==> src/rtl/id_scoreboard.sv <==
// Decode-stage register scoreboard: counts in-flight writes per architectural
// register and stalls decode on RAW hazards or counter saturation.
module id_scoreboard #(
    parameter int NREG  = 32,
    parameter int CNT_W = 2
) (
    input  logic                     clk,
    input  logic                     rst,
    input  logic                     id_valid,
    input  logic [$clog2(NREG)-1:0]  id_ra_addr,
    input  logic                     id_ra_used,
    input  logic [$clog2(NREG)-1:0]  id_rb_addr,
    input  logic                     id_rb_used,
    input  logic [$clog2(NREG)-1:0]  id_rd_addr,
    input  logic                     id_rd_wr,
    input  logic                     wb_wr_en,
    input  logic [$clog2(NREG)-1:0]  wb_addr,
    output logic                     stall,
    output logic                     issue,
    output logic [NREG-1:0]          busy_vec,
    output logic                     sb_err
);

    localparam int AW = $clog2(NREG);
    localparam logic [CNT_W-1:0] CNT_MAX = '1;

    // Handshake: decode presents an instruction with id_valid; it is accepted
    // (and leaves decode) only in a cycle where issue = id_valid & ~stall.
    // stall never depends on issue, so there is no combinational loop.

    logic [CNT_W-1:0] cnt_q [NREG];
    logic [CNT_W-1:0] cnt_d [NREG];
    logic [NREG-1:0]  inc_vec;
    logic [NREG-1:0]  dec_vec;
    logic [NREG-1:0]  under_vec;

    logic [CNT_W-1:0] ra_cnt;
    logic [CNT_W-1:0] rb_cnt;
    logic [CNT_W-1:0] rd_cnt;
    logic             dec_ra;
    logic             dec_rb;
    logic             dec_rd;
    logic             haz_a;
    logic             haz_b;
    logic             haz_sat;

    // Commit snoop: a write-back to a nonzero register retires one in-flight write.
    always_comb begin
        dec_vec = '0;
        for (int r = 1; r < NREG; r++) begin
            dec_vec[r] = wb_wr_en && (wb_addr == AW'(r));
        end
    end

    // Hazard detection: a source is only blocked by writes that are still
    // outstanding after this cycle's commit, since the register file forwards it.
    always_comb begin
        ra_cnt  = cnt_q[id_ra_addr];
        rb_cnt  = cnt_q[id_rb_addr];
        rd_cnt  = cnt_q[id_rd_addr];
        dec_ra  = dec_vec[id_ra_addr];
        dec_rb  = dec_vec[id_rb_addr];
        dec_rd  = dec_vec[id_rd_addr];
        haz_a   = id_ra_used && (id_ra_addr != '0) && (ra_cnt > CNT_W'(dec_ra));
        haz_b   = id_rb_used && (id_rb_addr != '0) && (rb_cnt > CNT_W'(dec_rb));
        haz_sat = id_rd_wr && (id_rd_addr != '0) && (rd_cnt == CNT_MAX) && !dec_rd;
        stall   = id_valid && (haz_a || haz_b || haz_sat);
        issue   = id_valid && !stall;
    end

    always_comb begin
        inc_vec   = '0;
        under_vec = '0;
        cnt_d[0]  = '0;
        for (int r = 1; r < NREG; r++) begin
            inc_vec[r] = issue && id_rd_wr && (id_rd_addr == AW'(r));
            cnt_d[r]   = cnt_q[r];
            case ({inc_vec[r], dec_vec[r]})
                2'b10: cnt_d[r] = cnt_q[r] + 1'b1;
                2'b01: begin
                    if (cnt_q[r] != '0) cnt_d[r] = cnt_q[r] - 1'b1;
                    else                under_vec[r] = 1'b1;
                end
                default: cnt_d[r] = cnt_q[r];
            endcase
        end
    end

    always_ff @(posedge clk) begin
        if (rst) begin
            for (int r = 0; r < NREG; r++) cnt_q[r] <= '0;
            sb_err <= 1'b0;
        end else begin
            for (int r = 0; r < NREG; r++) cnt_q[r] <= cnt_d[r];
            if (|under_vec) sb_err <= 1'b1;
        end
    end

    always_comb begin
        busy_vec = '0;
        for (int r = 1; r < NREG; r++) begin
            busy_vec[r] = (cnt_q[r] != '0);
        end
    end

endmodule

==> config.mk <==
export PLATFORM = sky130hd
export DESIGN_NAME = id_scoreboard
export DESIGN_NICKNAME = d
export VERILOG_FILES = /design/src/rtl/id_scoreboard.sv
export SDC_FILE = /design/constraint.sdc
export NUM_CORES = 1
export LEC_CHECK = 0
export CAP_MARGIN = 10
export CORE_MARGIN = 5
export CORE_UTILIZATION = 35
export DETAILED_ROUTE_END_ITERATION = 7
export PLACE_DENSITY = 0.51
export REMOVE_ABC_BUFFERS = 1
export SLEW_MARGIN = 20
export SYNTH_ARGS = -nofsm -noshare
export SYNTH_HDL_FRONTEND = slang
export SYNTH_SLANG_ARGS = --single-unit
export TNS_END_PERCENT = 50
==> constraint.sdc <==
create_clock -name clk -period 4.1 [get_ports clk]
set_clock_uncertainty 0.15 [all_clocks]
set_input_delay 0.41 -clock clk [delete_from_list [all_inputs] [get_ports clk]]
set_output_delay 0.41 -clock clk [all_outputs]
set_load 0.05 [all_outputs]
==> results of run 1 <==
per-stage QoR:
stage / setup WS (ps) / cells / total power [mW] / area (sq um)
after floorplan: -32.04 / 720 / 0.7973 / 5932
after global placement: -883.9 / 1149 / 1.078 / 7973
after detailed placement: -924.6 / 1149 / 1.082 / 7973
after CTS: 0.8522 / 1176 / 1.877 / 8514
after global routing: 5.781 / 1181 / 1.950 / 8695
final: 113.8 / 1181 / 1.897 / 8695
placed cells by master (no fill, tap or decap), drive strengths merged, types with 8 or more instances in the layout:
cell type	count
nor2	73
nand2	44
nor4	17
clkdlybuf4s50	47
or2	37
a221oi	8
buf	162
inv	25
o211ai	10
or3	15
a21oi	38
nand3	22
o31ai	9
a211oi	38
nor3	47
nor2b	10
dfxtp	63
mux4	37
o21ai	55
o21a	15
nand2b	32
a31oi	10
clkbuf	12
worst max path at each step:
stage	from	end	slack (ps)	depth (start not counted)
2_1_floorplan	id_ra_addr[1]	issue	-30	9
3_3_place_gp	id_ra_addr[0]	sb_err	-880	14
3_5_place_dp	id_rb_addr[0]	sb_err	-920	16
4_1_cts	id_rb_addr[1]	stall	0.9	15
5_1_grt	id_ra_addr[0]	sb_err	6	19
6_report	id_rb_addr[2]	sb_err	110	18
state kept, by name, indices dropped and copies added (netlist names):
register and cells:
cnt_q 62, sb_err 1
critical path, delay by kind of cell:
family,cells,cell delay [ps]
AO/OA/AOI/OAI,7,1350
XOR/XNOR,1,170
adder cells (fa/ha/maj),1,310
buffers and inverters,3,820
AND/OR/NAND/NOR,6,980
cell type report:
| type | instances | area (sq um) | area share |
|---|---|---|---|
| Tap cell | 225 | 281.5 | 0.03238 |
| Multi-Input combinational cell | 635 | 4828 | 0.5553 |
| Clock buffer | 10 | 239.0 | 0.02749 |
| Sequential cell | 63 | 1262 | 0.1452 |
| Timing Repair Buffer | 219 | 1954 | 0.2248 |
| Clock inverter | 6 | 42.54 | 0.004893 |
| Inverter | 23 | 86.33 | 0.009929 |
metal layers:
layer,routed length (um),global-route usage,up-vias
met5,0,0,-
met4,1058,0.09605,0
met3,2645,0.04722,63
met2,12530,0.4251,423
met1,11990,0.3887,3667
li1,-,-,3347
power by group:
group	leakage, nW	switching (mW)	internal (mW)
Sequential	0.508	0.00497	0.615
Clock	0.135	0.325	0.428
Combinational	2.64	0.297	0.227
Total	3.29	0.627	1.27
cell families after synthesis:
logic type / synth area share
simple gates: 0.2984
buf+inv: 0.05730
mux: 0.1580
fa+ha+maj: 0.004035
flops: 0.2034
xor+xnor: 0.01836
other cells: 0.0006047
compound gates: 0.2599
timing repair:
item / in CTS / in global routing
gates cloned: 2 / 0
pin swaps: 13 / 17
endpoints found under the hold margin: 0 / 0
gates resized for setup: 32 / 46
setup buffers: 9 / 5
setup endpoints to repair: 28 / 47
==> metrics.md, run 1 <==
| Metric | Value |
|---|---|
| Hpwl dp | `21490 um` |
| Async S/R FF share, synth | `0` |
| Clock transition at path regs | `60 ps` |
| Worst Path Arrival | `approximately 4000 ps` |
| Static leakage | `3.287 nW` |
| N_diodes | `0` |
| Hold path startpoint | `cnt_q[27][1]` |
| Largest net degree at the start of global routing | `64` |
| Antenna-violating nets left | `0` |
| Hold path cells | `2` |
| Clk root buf | `clkbuf_16` |
| Hold crit path type | `reg -> reg` |
| Die Y | `143.1 um` |
| DR WL/cell | `~24 um` |
| Largest cells by area after synthesis | `dfxtp_1 (20%), mux4_2 (13%), a211oi_1 (4.5%)` |
| TritonCTS clock tree | `built` |
| Power per cell area | `218.1 nW/um^2` |
| P&R area growth vs syn | `40.21%` |
| Most frequent CP cell | `buf_6` |
| CP cell instances | `clkdlybuf4s50_1 -> xnor2_1 -> and3_1 -> a31oi_1 -> nor3_1 -> a311oi_1 -> a21oi_2 -> ha_4 -> nor2_4 -> nand4b_1 -> nand4_1 -> buf_6 -> o211ai_4 -> buf_6 -> nor4_4 -> o22ai_2 -> a2111oi_4 -> a41oi_2` |
| Remaining Overflow, GRT | `0` |
| CORE AREA | `17360 sq um` |
| Vias per inst | `6.351` |
| Initial Utilization | `0.3573` |
| Outcome | `complete, no violations` |
| Synthesized area per cell | `8.001 sq um` |
| Vias | `7500` |
| GPL Wtd Cong | `1.001` |
| Rows | `48` |
| CTS Buf Count | `9` |
| Initial DRC count | `~840` |
| CTS Sinks | `63` |
| Critical path launch point type | `primary input` |
| 1st-pass router iterations | `5` |
| Max VDD drop | `0.1792 mV` |
| Sequential fraction of the synthesis area | `0.2034` |
| Hold Crit Endpoint | `cnt_q[27][1]` |
| Unrepaired setup endpoints after global routing | `false` |
| Kind of critical path | `in -> reg` |
| Layout cell share with drive strength beyond 1 | `0.3190` |
| Initial antenna violation count | `0` |
| Setup-failing EPs final | `0` |
| Worst reg2reg endpoint | `sb_err` |
| Die Width | `between 100 and 150 um` |
| TNS Setup | `0 ps` |
| Fin crit period | `3986 ps` |
| Commonest cells in the netlist | `nor2_1 (72), dfxtp_1 (63), o21ai_0 (48), nor3_1 (46), nand2_1 (44)` |
| Netlist cell types | `83` |
| Flop2flop setup slack | `150 ps` |
| Cell taking the most area after synthesis | `dfxtp_1` |
| Max Freq | `~0.25 GHz` |
| Worst skew pair latency | `350 ps` |
| H-tree Lvls | `3` |
| WHS | `404.5 ps` |
| Post-synth EDFFs | `0` |
| R2r worst-path depth | `14` |
| Primary FF master, synth | `dfxtp_1` |
| Post-layout util | `0.5009` |
| Yosys reg bits | `63` |
| Post-CTS Hold Buffers | `0` |
| Slew headroom | `0.4045` |
| Critical-path top delay cell | `clkdlybuf4s50_1` |
| Port bufs | `60` |
| Routed WL | `28220 um` |
| Final period utilization | `0.9723` |
| Clk buf depth | `2` |
| Vias in the first global route | `7069` |
| Cell Area, Synth | `6201 sq um` |
| CP peak stage delay | `490 ps` |
| Nets | `980` |
| Crit Path Max Fanout | `5` |
| Fin. max-slew vios | `0` |
| Top cell type's share of synthesized area | `0.2034` |
| Gate Count Post-Synth | `775` |
| Synth warnings | `0` |
| # IOs | `62` |
| Crit end category | `flop` |
| Endpoints failing hold | `0` |
| Die area | `20480 sq um` |
| Count leader, synth | `nor2_1` |
| DRC viols | `0` |
| Max Cap Viol | `0` |
| GRT Resource Usage Total | `0.2754` |
| Required time of the critical path | `4140 ps` |
| First-pass GRT wire length | `42680 um` |
| Slew at the pin closest to its max-slew limit | `893.2 ps` |
| Worst R2R Start | `cnt_q[14][0]` |
| Fill cells | `1658` |
Power figures use the tool's default switching activity.
==> run 2: changes to the inputs <==
--- a/config.mk
+++ b/config.mk
@@ -7,9 +7,9 @@
 export LEC_CHECK = 0
 export CAP_MARGIN = 10
 export CORE_MARGIN = 5
-export CORE_UTILIZATION = 35
+export CORE_UTILIZATION = 48
 export DETAILED_ROUTE_END_ITERATION = 7
-export PLACE_DENSITY = 0.51
+export PLACE_DENSITY = 0.68
 export REMOVE_ABC_BUFFERS = 1
 export SLEW_MARGIN = 20
 export SYNTH_ARGS = -nofsm -noshare
==> run 2 against run 1 <==
  * Via count grew 1.4%
  * Combinational power is 4.2% lower
  * Clock power is 17% higher
  * Largest power group unchanged
  * Flip-flop and latch count stayed put
  * Register-to-register slack gained 20 ps
  * Die area is 25% lower
  * Critical path type is now in -> out
==> metrics.md, run 2 (same netlist as run 1, synthesis figures left out) <==
| Metric | Value |
|---|---|
| Worst reg2reg endpoint | `cnt_q[18][0]` |
| Commonest non-fill, non-tap cell in the layout | `buf_4` |
| Final period utilization | `0.9749 (+0.002670)` |
| P_sw | `0.6330 mW (+0.97%)` |
| First-pass GRT wire length | `40970 um (-4.0%)` |
| Worst skew pair latency | `350 ps (about the same)` |
| Storage cell area | `1262 sq um (unchanged)` |
| Fin crit period | `3997 ps (+10.95 ps)` |
| CORE AREA | `12620 sq um (-27%)` |
| Initial Utilization | `0.4914 (+0.1341)` |
| Required time of the critical path | `3540 ps (-600 ps)` |
| WHS | `333.1 ps (-71.45 ps)` |
| Clock network power share | `0.440 (+0.043)` |
| Clk buf depth | `2 (unchanged)` |
| Layout cell share with drive strength beyond 1 | `0.3091 (-0.009966)` |
| Worst R2R Start | `cnt_q[5][0]` |
| Nets | `972 (-0.82%)` |
| Most frequent cells in the layout | `buf_4 (136), nor2_1 (70), dfxtp_1 (62)` |
| P&R area growth vs syn | `37.91%` |
| Max reg flops | `62 (unchanged)` |
| Area of the multi-input gates | `4800 sq um (-0.60%)` |
| Vias in the first global route | `7123 (+0.76%)` |
| Top Registers | `cnt_q (62), sb_err (1)` |
| Fin. max-slew vios | `0 (unchanged)` |
| Hold path cells | `2 (unchanged)` |
| Vias | `7604 (+1.4%)` |
| CTS Buf Count | `9 (unchanged)` |
| H-tree Lvls | `3 (unchanged)` |
| Slew at the pin closest to its max-slew limit | `684.0 ps (-209.3 ps)` |
| CTS Sinks | `63 (unchanged)` |
| Max VDD drop | `0.2005 mV (+12%)` |
| TritonCTS clock tree | `built` |
| Hold path startpoint | `rst` |
| Static leakage | `3.208 nW (-2.4%)` |
| Pre-CTS setup slack | `-573.1 ps (+351.5 ps)` |
| Kind of critical path | `in -> out` |
| Max Freq | `0.2502 GHz (-0.27%)` |
| Power per cell area | `234.3 nW/um^2 (+7.4%)` |
| Slew headroom | `0.5436 (+0.1390)` |
| Die Y | `123.7 um (-14%)` |
| GRT Resource Usage Total | `0.3585 (+0.08304)` |
| Fill cells | `1096 (-34%)` |
| Worst Path Arrival | `3440 ps (-590 ps)` |
| Sw Share | `0.3159 (-0.01461)` |
| P_int | `1.371 mW (+7.9%)` |
| Crit end category | `output port` |
| TNS Setup | `0 ps (unchanged)` |
| DRC viols | `0 (unchanged)` |
| R2r worst-path depth | `16 (+2)` |
| 1st-pass router iterations | `7 (+2)` |
| Rows | `41 (-15%)` |
| Largest net degree at the start of global routing | `46 (-28%)` |
| Endpoints failing hold | `0 (unchanged)` |
| Comb pwr share | `0.251 (-0.025)` |
| Outcome | `complete, no violations` |
| Hpwl dp | `20510 um (-4.6%)` |
| Port bufs | `60 (unchanged)` |
| Hold crit path type | `in -> reg` |
| Vias per inst | `6.789 (+6.9%)` |
| Critical path launch point type | `primary input` |
| DR WL/cell | `24.48 um (+2.5%)` |
| Post-CTS Hold Buffers | `0 (unchanged)` |
| N_diodes | `0 (unchanged)` |
| Max Cap Viol | `0 (unchanged)` |
| Unrepaired setup endpoints after global routing | `false` |
| Initial antenna violation count | `1 (+1)` |
| GPL Wtd Cong | `1.046 (+4.5%)` |
| Setup-failing EPs final | `0 (unchanged)` |
| Reg power frac | `0.309 (-0.018)` |
| Flop2flop setup slack | `170 ps (+20 ps)` |
| Clock transition at path regs | `60 ps (about the same)` |
| Hold Crit Endpoint | `cnt_q[13][1]` |
| Routed WL | `27420 um (-2.8%)` |
| Biggest register | `cnt_q` |
| Clk root buf | `clkbuf_16` |
| Die area | `15290 sq um (-25%)` |
| Crit Path Max Fanout | `6 (+1)` |
| Antenna-violating nets left | `0 (unchanged)` |
| Initial DRC count | `913 (+8.4%)` |
| Post-layout util | `0.6777 (+0.1767)` |
| # IOs | `62 (unchanged)` |
| Remaining Overflow, GRT | `0 (unchanged)` |
| Total power | `2.003 mW (+5.6%)` |
| Die Width | `123.7 um (-14%)` |
| Final Worst Setup Slack | `102.8 ps (-10.95 ps)` |
-- run 2: cell types whose count changed in the layout (fill, tap and decap cells not counted), sizes merged --
cell           previous run  this run
dlymetal6s2s              7         3
clkdlybuf4s50            47        50
bufinv                    0         2
dlygate4sd2               0         1
clkdlybuf4s15             0         1
buf                     162       153
clkbuf                   12        11
clkinv                    2         1
-- run 2: layer usage --
layer / GRT usage / vias to the layer above / routed length, um
met5: 0 / - / 13
met4: 0.1439 / 2 / 1061
met3: 0.1031 / 90 / 3588
met2: 0.5255 / 582 / 11710
met1: 0.4952 / 3620 / 11050
li1: - / 3310 / -
-- run 2: stage by stage --
stage,area (sq um),std cells
6_report,8552,1120
5_1_grt,8552,1120
4_1_cts,8330,1114
3_5_place_dp,7834,1088
3_3_place_gp,7834,1088
2_1_floorplan,5932,720
-- run 2: what timing repair did --
action                     in CTS  in global routing
setup endpoints to repair      18                 50
cloned                          2                  1
resized for setup              20                 42
pin swaps                       9                 19
setup buffers                   8                  5
-- run 2: worst max-delay path by stage --
stage,startpoint,to,slack (ps),depth (start not counted)
finish,id_rb_addr[0],stall,100,15
global route,wb_addr[4],cnt_q[29][0],3,17
CTS,id_ra_addr[1],sb_err,-7,14
detailed placement,id_rb_addr[1],cnt_q[18][0],-570,20
global placement,id_rb_addr[1],sb_err,-490,18
floorplan,id_ra_addr[1],issue,-30,9
-- run 2: power groups by stage --
stage          registers, mW  clock network (mW)  logic (mW)
2_1_floorplan          0.636                   0       0.161
3_3_place_gp           0.633                   0       0.416
3_5_place_dp           0.633                   0       0.419
4_1_cts                0.619               0.885       0.451
5_1_grt                0.619               0.918       0.521
6_report               0.620               0.882       0.502
-- run 2: cell type report --
cell class,count,area share
Clock inverter,7,0.01214
Multi-Input combinational cell,635,0.5612
Sequential cell,63,0.1476
Timing Repair Buffer,211,0.2174
Inverter,23,0.01010
Clock buffer,9,0.02634
Tap cell,172,0.02516
-- run 2: critical path: stages --
cell and delay [ps]:
clkdlybuf4s15_1 190, buf_6 150, mux4_2 520, mux4_2 500, o21ai_2 130, ha_1 240
nor2_2 110, nor2_1 50, o211ai_1 90, nand4_1 240, o211a_1 270, nand2b_4 120
buf_6 120, and2_4 150, buf_12 130
